[src/rtl/lane_pipe_regs.sv]
// N-lane EX->MEM->WB pipeline registers with in-MEM branch resolution,
// single-shot frontend redirect, wrong-path squash and per-lane exception kill.
module lane_pipe_regs #(
    parameter  int LANES   = 2,
    parameter  int XLEN    = 32,
    parameter  int RADDR_W = 5,
    localparam int LANE_W  = (LANES > 1) ? $clog2(LANES) : 1
) (
    input  logic                     clk,
    input  logic                     rstn,
    input  logic                     stall,
    input  logic                     flush_csr,
    input  logic [LANES-1:0]         ex_valid,
    input  logic [LANES*XLEN-1:0]    ex_pc,
    input  logic [LANES*XLEN-1:0]    ex_result,
    input  logic [LANES-1:0]         ex_rf_we,
    input  logic [LANES*RADDR_W-1:0] ex_waddr,
    input  logic [LANES*XLEN-1:0]    ex_pred_pc,
    input  logic [LANES-1:0]         ex_br_taken,
    input  logic [LANES*XLEN-1:0]    ex_br_target,
    input  logic [LANES-1:0]         mem_exc,
    input  logic [LANES*XLEN-1:0]    mem_wdata,
    output logic [LANES-1:0]         mem_valid,
    output logic [LANES*XLEN-1:0]    mem_pc,
    output logic [LANES*XLEN-1:0]    mem_result,
    output logic [LANES-1:0]         mem_rf_we,
    output logic [LANES*RADDR_W-1:0] mem_waddr,
    output logic                     redirect,
    output logic [XLEN-1:0]          redirect_pc,
    output logic [LANE_W-1:0]        redirect_lane,
    output logic [LANES-1:0]         wb_valid,
    output logic [LANES*XLEN-1:0]    wb_pc,
    output logic [LANES-1:0]         wb_rf_we,
    output logic [LANES*RADDR_W-1:0] wb_waddr,
    output logic [LANES*XLEN-1:0]    wb_wdata
);

    logic [LANES-1:0]         r_m_valid;
    logic [LANES-1:0]         r_m_we;
    logic [LANES-1:0]         r_m_br_taken;
    logic [LANES*XLEN-1:0]    r_m_pc;
    logic [LANES*XLEN-1:0]    r_m_result;
    logic [LANES*XLEN-1:0]    r_m_pred_pc;
    logic [LANES*XLEN-1:0]    r_m_br_target;
    logic [LANES*RADDR_W-1:0] r_m_waddr;
    logic                     r_fired;

    logic [LANES-1:0]         r_w_valid;
    logic [LANES-1:0]         r_w_we;
    logic [LANES*XLEN-1:0]    r_w_pc;
    logic [LANES*XLEN-1:0]    r_w_wdata;
    logic [LANES*RADDR_W-1:0] r_w_waddr;

    logic                     w_advance;
    logic                     w_any_mp;
    logic [LANE_W-1:0]        w_k;
    logic [XLEN-1:0]          w_k_pc;
    logic [XLEN-1:0]          w_correct;
    logic                     w_exc_pre;
    logic                     w_exc_wb;
    logic [LANES-1:0]         w_kill;
    logic [LANES-1:0]         w_mem_valid;
    logic [LANES-1:0]         w_wb_valid_nxt;
    logic                     w_redirect;

    assign w_advance = ~stall;

    // Single walk oldest->youngest: the first unexcepted mispredict wins,
    // everything younger than it is killed, and WB drops from the first exception on.
    always_comb begin
        w_any_mp       = 1'b0;
        w_k            = '0;
        w_k_pc         = '0;
        w_correct      = '0;
        w_exc_pre      = 1'b0;
        w_exc_wb       = 1'b0;
        w_kill         = '0;
        w_mem_valid    = '0;
        w_wb_valid_nxt = '0;
        for (int i = 0; i < LANES; i++) begin
            w_correct = r_m_br_taken[i] ? r_m_br_target[i*XLEN +: XLEN]
                                        : r_m_pc[i*XLEN +: XLEN] + XLEN'(4);
            w_exc_pre = w_exc_pre | mem_exc[i];
            w_kill[i] = w_any_mp;
            if (!w_any_mp && r_m_valid[i] && !w_exc_pre
                && (r_m_pred_pc[i*XLEN +: XLEN] != w_correct)) begin
                w_any_mp = 1'b1;
                w_k      = LANE_W'(i);
                w_k_pc   = w_correct;
            end
            w_mem_valid[i]    = r_m_valid[i] & ~w_kill[i];
            w_exc_wb          = w_exc_wb | (mem_exc[i] & r_m_valid[i]);
            w_wb_valid_nxt[i] = w_mem_valid[i] & ~w_exc_wb;
        end
    end

    assign w_redirect    = w_any_mp & ~r_fired & ~flush_csr;
    assign redirect      = w_redirect;
    assign redirect_pc   = w_redirect ? w_k_pc : '0;
    assign redirect_lane = w_redirect ? w_k : '0;

    always_ff @(posedge clk) begin
        if (!rstn) begin
            r_m_valid     <= '0;
            r_m_we        <= '0;
            r_m_br_taken  <= '0;
            r_m_pc        <= '0;
            r_m_result    <= '0;
            r_m_pred_pc   <= '0;
            r_m_br_target <= '0;
            r_m_waddr     <= '0;
            r_fired       <= 1'b0;
            r_w_valid     <= '0;
            r_w_we        <= '0;
            r_w_pc        <= '0;
            r_w_wdata     <= '0;
            r_w_waddr     <= '0;
        end else begin
            // Fired only survives a stall so a long stall cannot re-issue the redirect.
            if (flush_csr || w_advance) begin
                r_fired <= 1'b0;
            end else if (w_redirect) begin
                r_fired <= 1'b1;
            end

            if (w_advance) begin
                r_m_br_taken  <= ex_br_taken;
                r_m_pc        <= ex_pc;
                r_m_result    <= ex_result;
                r_m_pred_pc   <= ex_pred_pc;
                r_m_br_target <= ex_br_target;
                r_m_waddr     <= ex_waddr;
                r_w_pc        <= r_m_pc;
                r_w_waddr     <= r_m_waddr;
                r_w_wdata     <= mem_wdata;
            end

            if (flush_csr) begin
                r_m_valid <= '0;
                r_m_we    <= '0;
                r_w_valid <= '0;
                r_w_we    <= '0;
            end else if (w_advance) begin
                r_m_valid <= w_any_mp ? '0 : ex_valid;
                r_m_we    <= w_any_mp ? '0 : ex_rf_we;
                r_w_valid <= w_wb_valid_nxt;
                r_w_we    <= w_wb_valid_nxt & r_m_we;
            end
        end
    end

    assign mem_valid  = w_mem_valid;
    assign mem_rf_we  = w_mem_valid & r_m_we;
    assign mem_pc     = r_m_pc;
    assign mem_result = r_m_result;
    assign mem_waddr  = r_m_waddr;

    assign wb_valid   = r_w_valid;
    assign wb_rf_we   = r_w_we;
    assign wb_pc      = r_w_pc;
    assign wb_waddr   = r_w_waddr;
    assign wb_wdata   = r_w_wdata;

endmodule

[config.mk]
export PLATFORM = sky130hd
export DESIGN_NAME = lane_pipe_regs
export DESIGN_NICKNAME = d
export VERILOG_FILES = /design/src/rtl/lane_pipe_regs.sv
export SDC_FILE = /design/constraint.sdc
export NUM_CORES = 1
export LEC_CHECK = 0
export ABC_AREA = 0
export CORE_AREA = 2 2 257 259
export DETAILED_ROUTE_END_ITERATION = 16
export DIE_AREA = 0 0 259 261
export SETUP_SLACK_MARGIN = 0.1
export SYNTH_ARGS = -nofsm -noshare
export SYNTH_HDL_FRONTEND = slang
export SYNTH_SLANG_ARGS = --single-unit
[constraint.sdc]
create_clock -name clk -period 4 [get_ports clk]
set_input_delay 1.2 -clock clk [delete_from_list [all_inputs] [get_ports clk]]
set_output_delay 1.2 -clock clk [all_outputs]
set_load 0.05 [all_outputs]
Yosys cells after proc, flatten, opt, wreduce, memory -nomap -nowiden
Cells that the tools add are included.

word-level totals
  memories kept = 0
  word-level logic and storage cells = 58
  bits in registers = 415
  input bits = 342
  latch bits = 0
  bits in read-only memories = 0
  output and inout bits = 318
  RAM bits = 0

operators by class
  divide/modulo/power cells = 0
  eq/ne operators = 2
  shift operators = 0
  add/sub/neg operators = 2
  order comparisons = 0
  multipliers = 0
  muxes and demuxes = 11
  reductions and logical operators = 11
  bitwise logic cells = 18

operators with widths
  kind                                            count
  two-way mux 32 bit                              5
  adder 32 x 3 -> 32 bit (second input constant)  2
  != test 32 bit                                  2
  AND 1 bit                                       7
  NOT 1 bit                                       7
  logical AND 1 bit                               5
  AND 2 bit                                       2
  two-way mux 1 bit                               4
  two-way mux 2 bit                               2
  OR reduction 2 bit                              2
  logical NOT 1 bit                               3
  bitwise OR 1 bit                                2
  logical OR 1 bit                                1

Longest topological paths before layout
Gate-level depths: netlist of run 1.

  word-level depth = 13
  depth in mapped cells = 12

Worst setup path after synthesis of run 1
No wires, ideal clock.

  path type = flip-flop to output port
  start point = register r_m_pc[13] (netlist: mem_pc[13])
  end point = output port redirect_pc[15]
  stages on the path, launching flop included = 12
  arrival time = 4311 ps
  setup slack = -1511 ps
  path through = dfxtp_1 > buf_2 > and4_1 > clkbuf_1 > nand4_2 > or3_1 > a221o_1 > a21oi_1 > nand4_1 > o41a_1 > nand4b_4 > o21ai_0

on the way
  longest elaborated chain between the ends = 13

ends and longest elaborated chain
  what                            line  source
  start: declaration              41    logic [LANES*XLEN-1:0] r_m_pc;
  start signal: assignment        128   r_m_pc <= ex_pc;
  adder 32 x 3 -> 32 bit *        82    : r_m_pc[i*XLEN +: XLEN] + XLEN'(4);
  two-way mux 32 bit *            81    w_correct = r_m_br_taken[i] ? r_m_br_target[i*XLEN +: XLEN]
  != test 32 bit                  86    && (r_m_pred_pc[i*XLEN +: XLEN] != w_correct)) begin
  logical AND 1 bit               86
  two-way mux 1 bit               85    if (!w_any_mp && r_m_valid[i] && !w_exc_pre
  logical NOT 1 bit               85
  logical AND 1 bit (2 in a row)  85
  logical AND 1 bit               86
  two-way mux 1 bit               85
  AND 1 bit (2 in a row)          97    assign w_redirect = w_any_mp & ~r_fired & ~flush_csr;
  two-way mux 32 bit *            99    assign redirect_pc = w_redirect ? w_k_pc : '0;
  end: declaration                29    output logic [XLEN-1:0] redirect_pc,

Mark *: on every way between the ends. The rest lies on a longest branch, timed or not.

Worst setup path in the final report of run 1
  start point = register r_m_pc[41] (netlist: mem_pc[41])
  end point = output port redirect_pc[13]

on the way
  longest elaborated chain between the ends = 8

ends and longest elaborated chain
  what                      line
  adder 32 x 3 -> 32 bit *  82
  two-way mux 32 bit *      81
  != test 32 bit            86
  logical AND 1 bit         86
  two-way mux 1 bit         85
  AND 1 bit (2 in a row)    97
  two-way mux 32 bit *      99

Marks and branches as above.

==> results of run 1 <==
-- cell type report --
class | instances | share of cell area (%)
diodes | 6 | 0.0443
clock buffers | 72 | 4.35
clock inverters | 18 | 0.686
multi-input cells | 1491 | 35.8
inverters | 18 | 0.210
repair buffers | 1082 | 30.9
well taps | 864 | 3.19
flip-flops and latches | 415 | 24.8
-- path summary, 6_finish.rpt --
kind,from,end,slack [ns],cells past startpoint
max,mem_pc[41],redirect_pc[13],-1.06,15
min,wb_rf_we[1],wb_rf_we[1],0.48,1
min reg2reg,wb_rf_we[1],wb_rf_we[1],0.48,1
max reg2reg,mem_pc[41],r_m_we[1],0.50,14
-- power by group through the flow --
| stage | clock (W) | combinational, W | sequential (W) |
|---|---|---|---|
| after floorplan | 0 | 0.000936 | 0.00510 |
| after global placement | 0 | 0.00269 | 0.00463 |
| after detailed placement | 0 | 0.00269 | 0.00464 |
| after CTS | 0.00486 | 0.00273 | 0.00456 |
| after global routing | 0.00502 | 0.00288 | 0.00458 |
| final | 0.00472 | 0.00273 | 0.00456 |
-- stage by stage --
stage	setup TNS (ns)	hold slack, ns	cells	instance area, µm²
CTS	-36.36	0.487	3954	33700
floorplan	-17.35	0.448	2094	21100
global route	-40.83	0.500	3963	33900
finish	-35.36	0.484	3966	33900
detailed placement	-22.53	0.470	3846	31500
global placement	-22.14	0.455	3846	31500
-- cell usage after synthesis (6+ instances only) --
master / count / share of area, %
a21oi_1: 57 / 1.4
nor2b_1: 419 / 13
xor2_1: 65 / 2.8
nand2_1: 43 / 0.79
or4_1: 6 / 0.22
clkbuf_1: 98 / 1.8
inv_1: 17 / 0.31
nor2_1: 63 / 1.2
or3_1: 16 / 0.49
o21ai_0: 31 / 0.76
nand2b_1: 6 / 0.18
dfxtp_1: 415 / 41
nand3_1: 37 / 0.91
xnor2_1: 69 / 3.0
o22ai_1: 32 / 0.99
nor3_1: 17 / 0.42
and3_1: 9 / 0.28
nand4_1: 29 / 0.89
a31oi_1: 6 / 0.18
a22o_1: 6 / 0.26
o211ai_1: 10 / 0.37
mux2i_1: 421 / 21
a211oi_1: 10 / 0.37
buf_1: 42 / 0.78
nor4_1: 27 / 0.83
and4_1: 11 / 0.47
buf_2: 22 / 0.54
-- worst max-delay path: cells and delay by family, from the launching register on --
kind	cells	cell delay (ns)
and+or+nand+nor	5	1.35
buffers and inverters	6	0.94
AOI/OAI and AO/OA	3	0.46
DFF	1	0.37
xor gates and xnor gates	1	0.12
-- registers in the layout, indices dropped and copies added (netlist names) --
signal	count
wb_waddr	10
wb_valid	2
mem_pc	64
r_m_br_target	64
mem_waddr	10
r_fired	1
wb_wdata	64
r_m_valid	2
mem_result	64
wb_rf_we	2
r_m_pred_pc	64
wb_pc	64
r_m_br_taken	2
r_m_we	2
-- cell families (layout without fill, tap and decap cells) --
| kind of cell | count (synthesis) | in the layout | share of synthesized area (%) |
|---|---|---|---|
| simple gates | 710 | 710 | 21.0 |
| fa+ha+maj | 2 | 2 | 0.123 |
| compound gates | 221 | 221 | 7.44 |
| buf+inv | 188 | 1190 | 3.79 |
| xor+xnor | 136 | 136 | 6.00 |
| mux | 422 | 422 | 20.8 |
| flops | 415 | 415 | 40.9 |
| other cells | 0 | 6 | 0 |
-- cell usage in the layout (no fill, tap or decap), types with 51 or more instances in the layout --
master,n
nor2b_1,418
buf_12,55
clkbuf_16,51
nor2_1,62
xor2_1,65
dfxtp_1,372
mux2i_1,419
clkdlybuf4s50_1,621
xnor2_1,66
buf_4,387
a21oi_1,55
-- what timing repair did --
item | in CTS | in global routing
setup buffers | 18 | 8
gates resized for setup | 65 | 31
hold buffers | 0 | 0
setup endpoints to repair | 36 | 36
pin swaps | 13 | 17
-- metal layers --
layer	GRT usage (%)	up-vias	part of all wire, %
met5	0	-	0.060
met4	7.88	10	2.7
met3	6.12	114	6.9
met2	44.1	640	49
met1	31.5	9205	41
li1	-	9225	-
==> flow_metrics.py, run 1 <==
metrics = {
    "floorplanning": {
        "core_um2": 65000,
        "ioPinCount": 660,
        "die_x_um": 259,
        "rows": 94,
        "dieArea_um2": 67600,
        "die_h_um": 261,
        "start_util_pct": 31.2,
    },
    "synthesis": {
        "synth_cell_types": 74,
        "postSynthCellCount": 2094,
        "synth_seq_cells": 415,
        "synthArstFlopShare_pct": 0,
        "synth_nets": 2438,
        "synthesis.area_um2": 20300,
        "ys_warn_count": 0,
        "synth.avg_cell_area_um2": 9.71,
        "synth_edf_count": 0,
        "synth_ff_type": "dfxtp_1",
        "synth.yosys.seq_area_share_pct": 40.9,
    },
    "job": {
        "drv_cap": 0,
    },
    "clock_tree": {
        "clock-root-buffer": "clkbuf_16",
        "insertion_delay_ns": 0.59,
        "clk_pin_slew_ns": 0.06,
        "htreeDepth": 2,
        "numCtsBuffers": 49,
        "clock-sinks": 415,
        "cts_max_path_buffers": 3,
        "tritoncts": "done",
    },
    "timing": {
        "rsz0062_at_grt": "yes",
        "finalSetupViolCount": 36,
        "slew_headroom_pct": 46.8,
        "min_period_ns": 5.06,
        "hold_viol": 0,
        "finalMaxSlewViolations": 0,
        "worstMarginPinSlew_ns": 0.798,
        "max_clock_freq_ghz": 0.198,
        "setup_ws_ns": -1.06,
        "post-route-period-util_pct": 126,
        "skew_ns": 0.0175,
    },
    "pwr": {
        "pwr-share-comb_pct": 22.8,
        "switchingPower_w": 0.00351,
        "pwr-share-clk_pct": 39.3,
        "total_leakage_power_nw": 13.8,
        "p_total_w": 0.0120,
        "swShare_pct": 29.2,
        "p_int_w": 0.00850,
        "power_frac_seq_pct": 37.9,
        "vdd_drop_max_mv": 0.312,
        "cellPowerDensity_nw_per_um2": 354,
    },
    "setup_path": {
        "start_kind": "register",
        "worstSetupPathType": "register to primary output",
        "crit_arrival_ns": 3.86,
        "worstPathMaxFanout": 10,
        "cp_cell_sequence": "buf_6 > nand4_4 > or4_4 > or3_4 > buf_6 > xor2_1 > o211ai_1 > o41ai_2 > buf_4 > nand4_4 > nand4b_4 > buf_12 > buf_16 > o22ai_4 > buf_12",
        "critPathMaxStageDelay_ns": 0.59,
        "cp_slowest_cell": "or4_4",
        "cp-end-kind": "primary output",
        "required_ns": 2.80,
    },
    "route": {
        "drt_first_pass_iters": 5,
        "vias_per_cell": 4.84,
        "wl_per_cell_um": 22.7,
        "drtIter0Drc": 1054,
        "vias": 19194,
        "wirelength_mm": 89.9,
        "ant_nets": 0,
        "drc_errors": 0,
    },
    "global_route": {
        "grt_max_degree": 168,
        "overflow": 0,
        "track_usage_pct": 25.6,
        "antenna_found_initial": 10,
        "grt_pass1_vias": 19430,
        "grt_pass1_wl_mm": 130,
    },
    "placement": {
        "port_buffers": 659,
        "dp_hpwl_mm": 72.3,
        "gp_congestion": 0.929,
        "dp_slack_ns": -0.724,
    },
    "cells_and_area": {
        "fillers": 5869,
        "multi_input_area_um2": 12100,
        "ff_latch_area_um2": 8420,
        "nNetsFinal": 3401,
        "fin_util_pct": 52.1,
        "area_growth_pct": 66.8,
        "drive_gt1_share_pct": 22.4,
    },
    "min_path": {
        "worstHoldPathType": "register to register",
    },
    "outcome": {
        "violations": "setup timing",
        "status": "finished, violations left",
    },
}
Power figures use the tool's default switching activity.
==> run 2: changes to the inputs <==
Settings changed: CELL_PAD_IN_SITES_DETAIL_PLACEMENT set to 0, CELL_PAD_IN_SITES_GLOBAL_PLACEMENT set to 1, CORE_AREA 2 2 257 259 to unset, CORE_MARGIN set to 2, CORE_UTILIZATION set to 32, DIE_AREA 0 0 259 261 to unset, PLACE_DENSITY_LB_ADDON set to 0.1.
==> flow_metrics.py, run 2 (synthesis gave the netlist of run 1 again) <==
metrics = {
    "outcome": {
        "status": "finished, violations left",
        "violations": "setup timing",
    },
    "job": {
        "drv_cap": 0,
    },
    "setup_path": {
        "r2r_start": "mem_pc[35]",
        "cp-end-kind": "primary output",
        "required_ns": 2.80,
        "crit_arrival_ns": 3.85,
        "startpoint": "mem_pc[35]",
        "worstSetupPathType": "register to primary output",
        "r2r_slack_ns": 0.49,
        "r2r_cells": 16,
        "r2r-end": "r_m_valid[0]",
        "worstPathMaxFanout": 9,
        "start_kind": "register",
    },
    "floorplanning": {
        "dieArea_um2": 65500,
        "die_h_um": 256,
        "die_x_um": 256,
        "core_um2": 63000,
        "start_util_pct": 32.3,
        "rows": 92,
        "ioPinCount": 660,
    },
    "timing": {
        "max_clock_freq_ghz": 0.198,
        "skew_ns": 0.0150,
        "slew_headroom_pct": 39.3,
        "worstMarginPinSlew_ns": 0.910,
        "rsz0062_at_grt": "yes",
        "worst_hold_slack_ns": 0.484,
        "setup_ws_ns": -1.05,
        "finalSetupViolCount": 36,
        "finalMaxSlewViolations": 0,
        "post-route-period-util_pct": 126,
        "hold_viol": 0,
        "min_period_ns": 5.05,
    },
    "route": {
        "wirelength_mm": 93.3,
        "drtIter0Drc": 1096,
        "vias": 19247,
        "ant_nets": 0,
        "vias_per_cell": 4.87,
        "wl_per_cell_um": 23.6,
        "drc_errors": 0,
        "drt_first_pass_iters": 4,
    },
    "global_route": {
        "grt_pass1_wl_mm": 136,
        "grt_max_degree": 187,
        "antenna_found_initial": 17,
        "track_usage_pct": 27.8,
        "overflow": 0,
        "grt_pass1_vias": 19751,
    },
    "clock_tree": {
        "insertion_delay_ns": 0.60,
        "numCtsBuffers": 48,
        "htreeDepth": 2,
        "tritoncts": "done",
        "cts_max_path_buffers": 3,
        "clk_pin_slew_ns": 0.06,
        "clock-sinks": 415,
        "cts_hold_buf": 0,
        "clock-root-buffer": "clkbuf_16",
    },
    "cells_and_area": {
        "fin_cells": 3949,
        "multi_input_area_um2": 12100,
        "final_common_cell": "clkdlybuf4s50_1",
        "nNetsFinal": 3404,
        "drive_gt1_share_pct": 22.1,
        "fillers": 5759,
        "ff_latch_area_um2": 8420,
        "final_cell_mix": "clkdlybuf4s50_1 (621), mux2i_1 (420), nor2b_1 (418), buf_4 (393), dfxtp_1 (373)",
        "fin_util_pct": 53.6,
        "design_area_um2": 33800,
        "area_growth_pct": 66.2,
    },
    "placement": {
        "dpl-instance-area_um2": 31600,
        "port_buffers": 659,
        "dp.cells": 3836,
        "gp_congestion": 0.937,
        "dp_hpwl_mm": 75.7,
    },
    "min_path": {
        "whs_path_depth": 1,
        "min_to": "wb_rf_we[1]",
        "min_from": "wb_rf_we[1]",
        "worstHoldPathType": "register to register",
    },
    "pwr": {
        "cellPowerDensity_nw_per_um2": 349,
        "total_leakage_power_nw": 13.8,
        "vdd_drop_max_mv": 0.298,
    },
}
-- run 2: cell types whose count changed in the layout (fill, tap and decap cells not counted), sizes merged --
cell,before,now
diode,6,4
bufbuf,0,1
clkbuf,72,74
clkinv,10,12
bufinv,5,2
clkinvlp,2,3
buf,461,464
inv,19,16
-- run 2: critical path, cell delays in order (launching register included) --
cell	delay, ns
dfxtp_4	0.36
ha_2	0.22
nand3_4	0.11
buf_4	0.18
nor4_4	0.27
buf_4	0.16
nand4_1	0.18
buf_4	0.20
or3_1	0.30
o211ai_1	0.14
o41ai_2	0.09
buf_4	0.14
nand4_4	0.10
nand4b_4	0.14
buf_12	0.18
buf_4	0.15
o22ai_4	0.14
buf_12	0.16
-- run 2: where the power goes --
part	internal, W	switching (W)
Sequential	0.00436	0.000197
Combinational	0.00128	0.00149
Clock	0.00259	0.00187
-- run 2: worst max-delay path by stage --
stage / endpoint / slack (ns) / cells after the start
final: redirect_pc[18] / -1.05 / 17
after global routing: redirect_pc[26] / -1.22 / 16
after CTS: redirect_pc[24] / -1.06 / 14
after detailed placement: redirect_pc[2] / -0.76 / 13
after global placement: redirect_pc[2] / -0.78 / 13
after floorplan: redirect_pc[14] / -0.55 / 11
-- run 2: through the flow --
stage | TNS, ns | setup WS [ns] | total power (W)
CTS | -36.24 | -1.06 | 0.0119
detailed placement | -23.82 | -0.760 | 0.00736
floorplan | -17.35 | -0.547 | 0.00604
global placement | -24.01 | -0.777 | 0.00734
finish | -35.71 | -1.05 | 0.0118
global route | -41.65 | -1.22 | 0.0122
-- run 2: repair_timing --
item	CTS	global route
pin swaps	7	15
gates resized for setup	58	25
cloned	1	0
setup endpoints to repair	36	36
buffers inserted	11	9
-- run 2: metal layers --
metal / routed length [µm] / track usage (%) / part of all wire, % / vias to the layer above
li1: - / - / - / 9235
met1: 40800 / 35.8 / 44 / 9296
met2: 44100 / 46.8 / 47 / 592
met3: 6870 / 7.35 / 7.4 / 102
met4: 1410 / 5.25 / 1.5 / 22
met5: 143 / 0 / 0.15 / -
-- run 2: cell type report --
class	instances	share of cell area [%]
well taps	846	3.13
clock inverters	15	0.496
clock buffers	74	4.21
diodes	4	0.0296
multi-input cells	1491	35.9
flip-flops and latches	415	24.9
repair buffers	1086	31.1
inverters	18	0.222
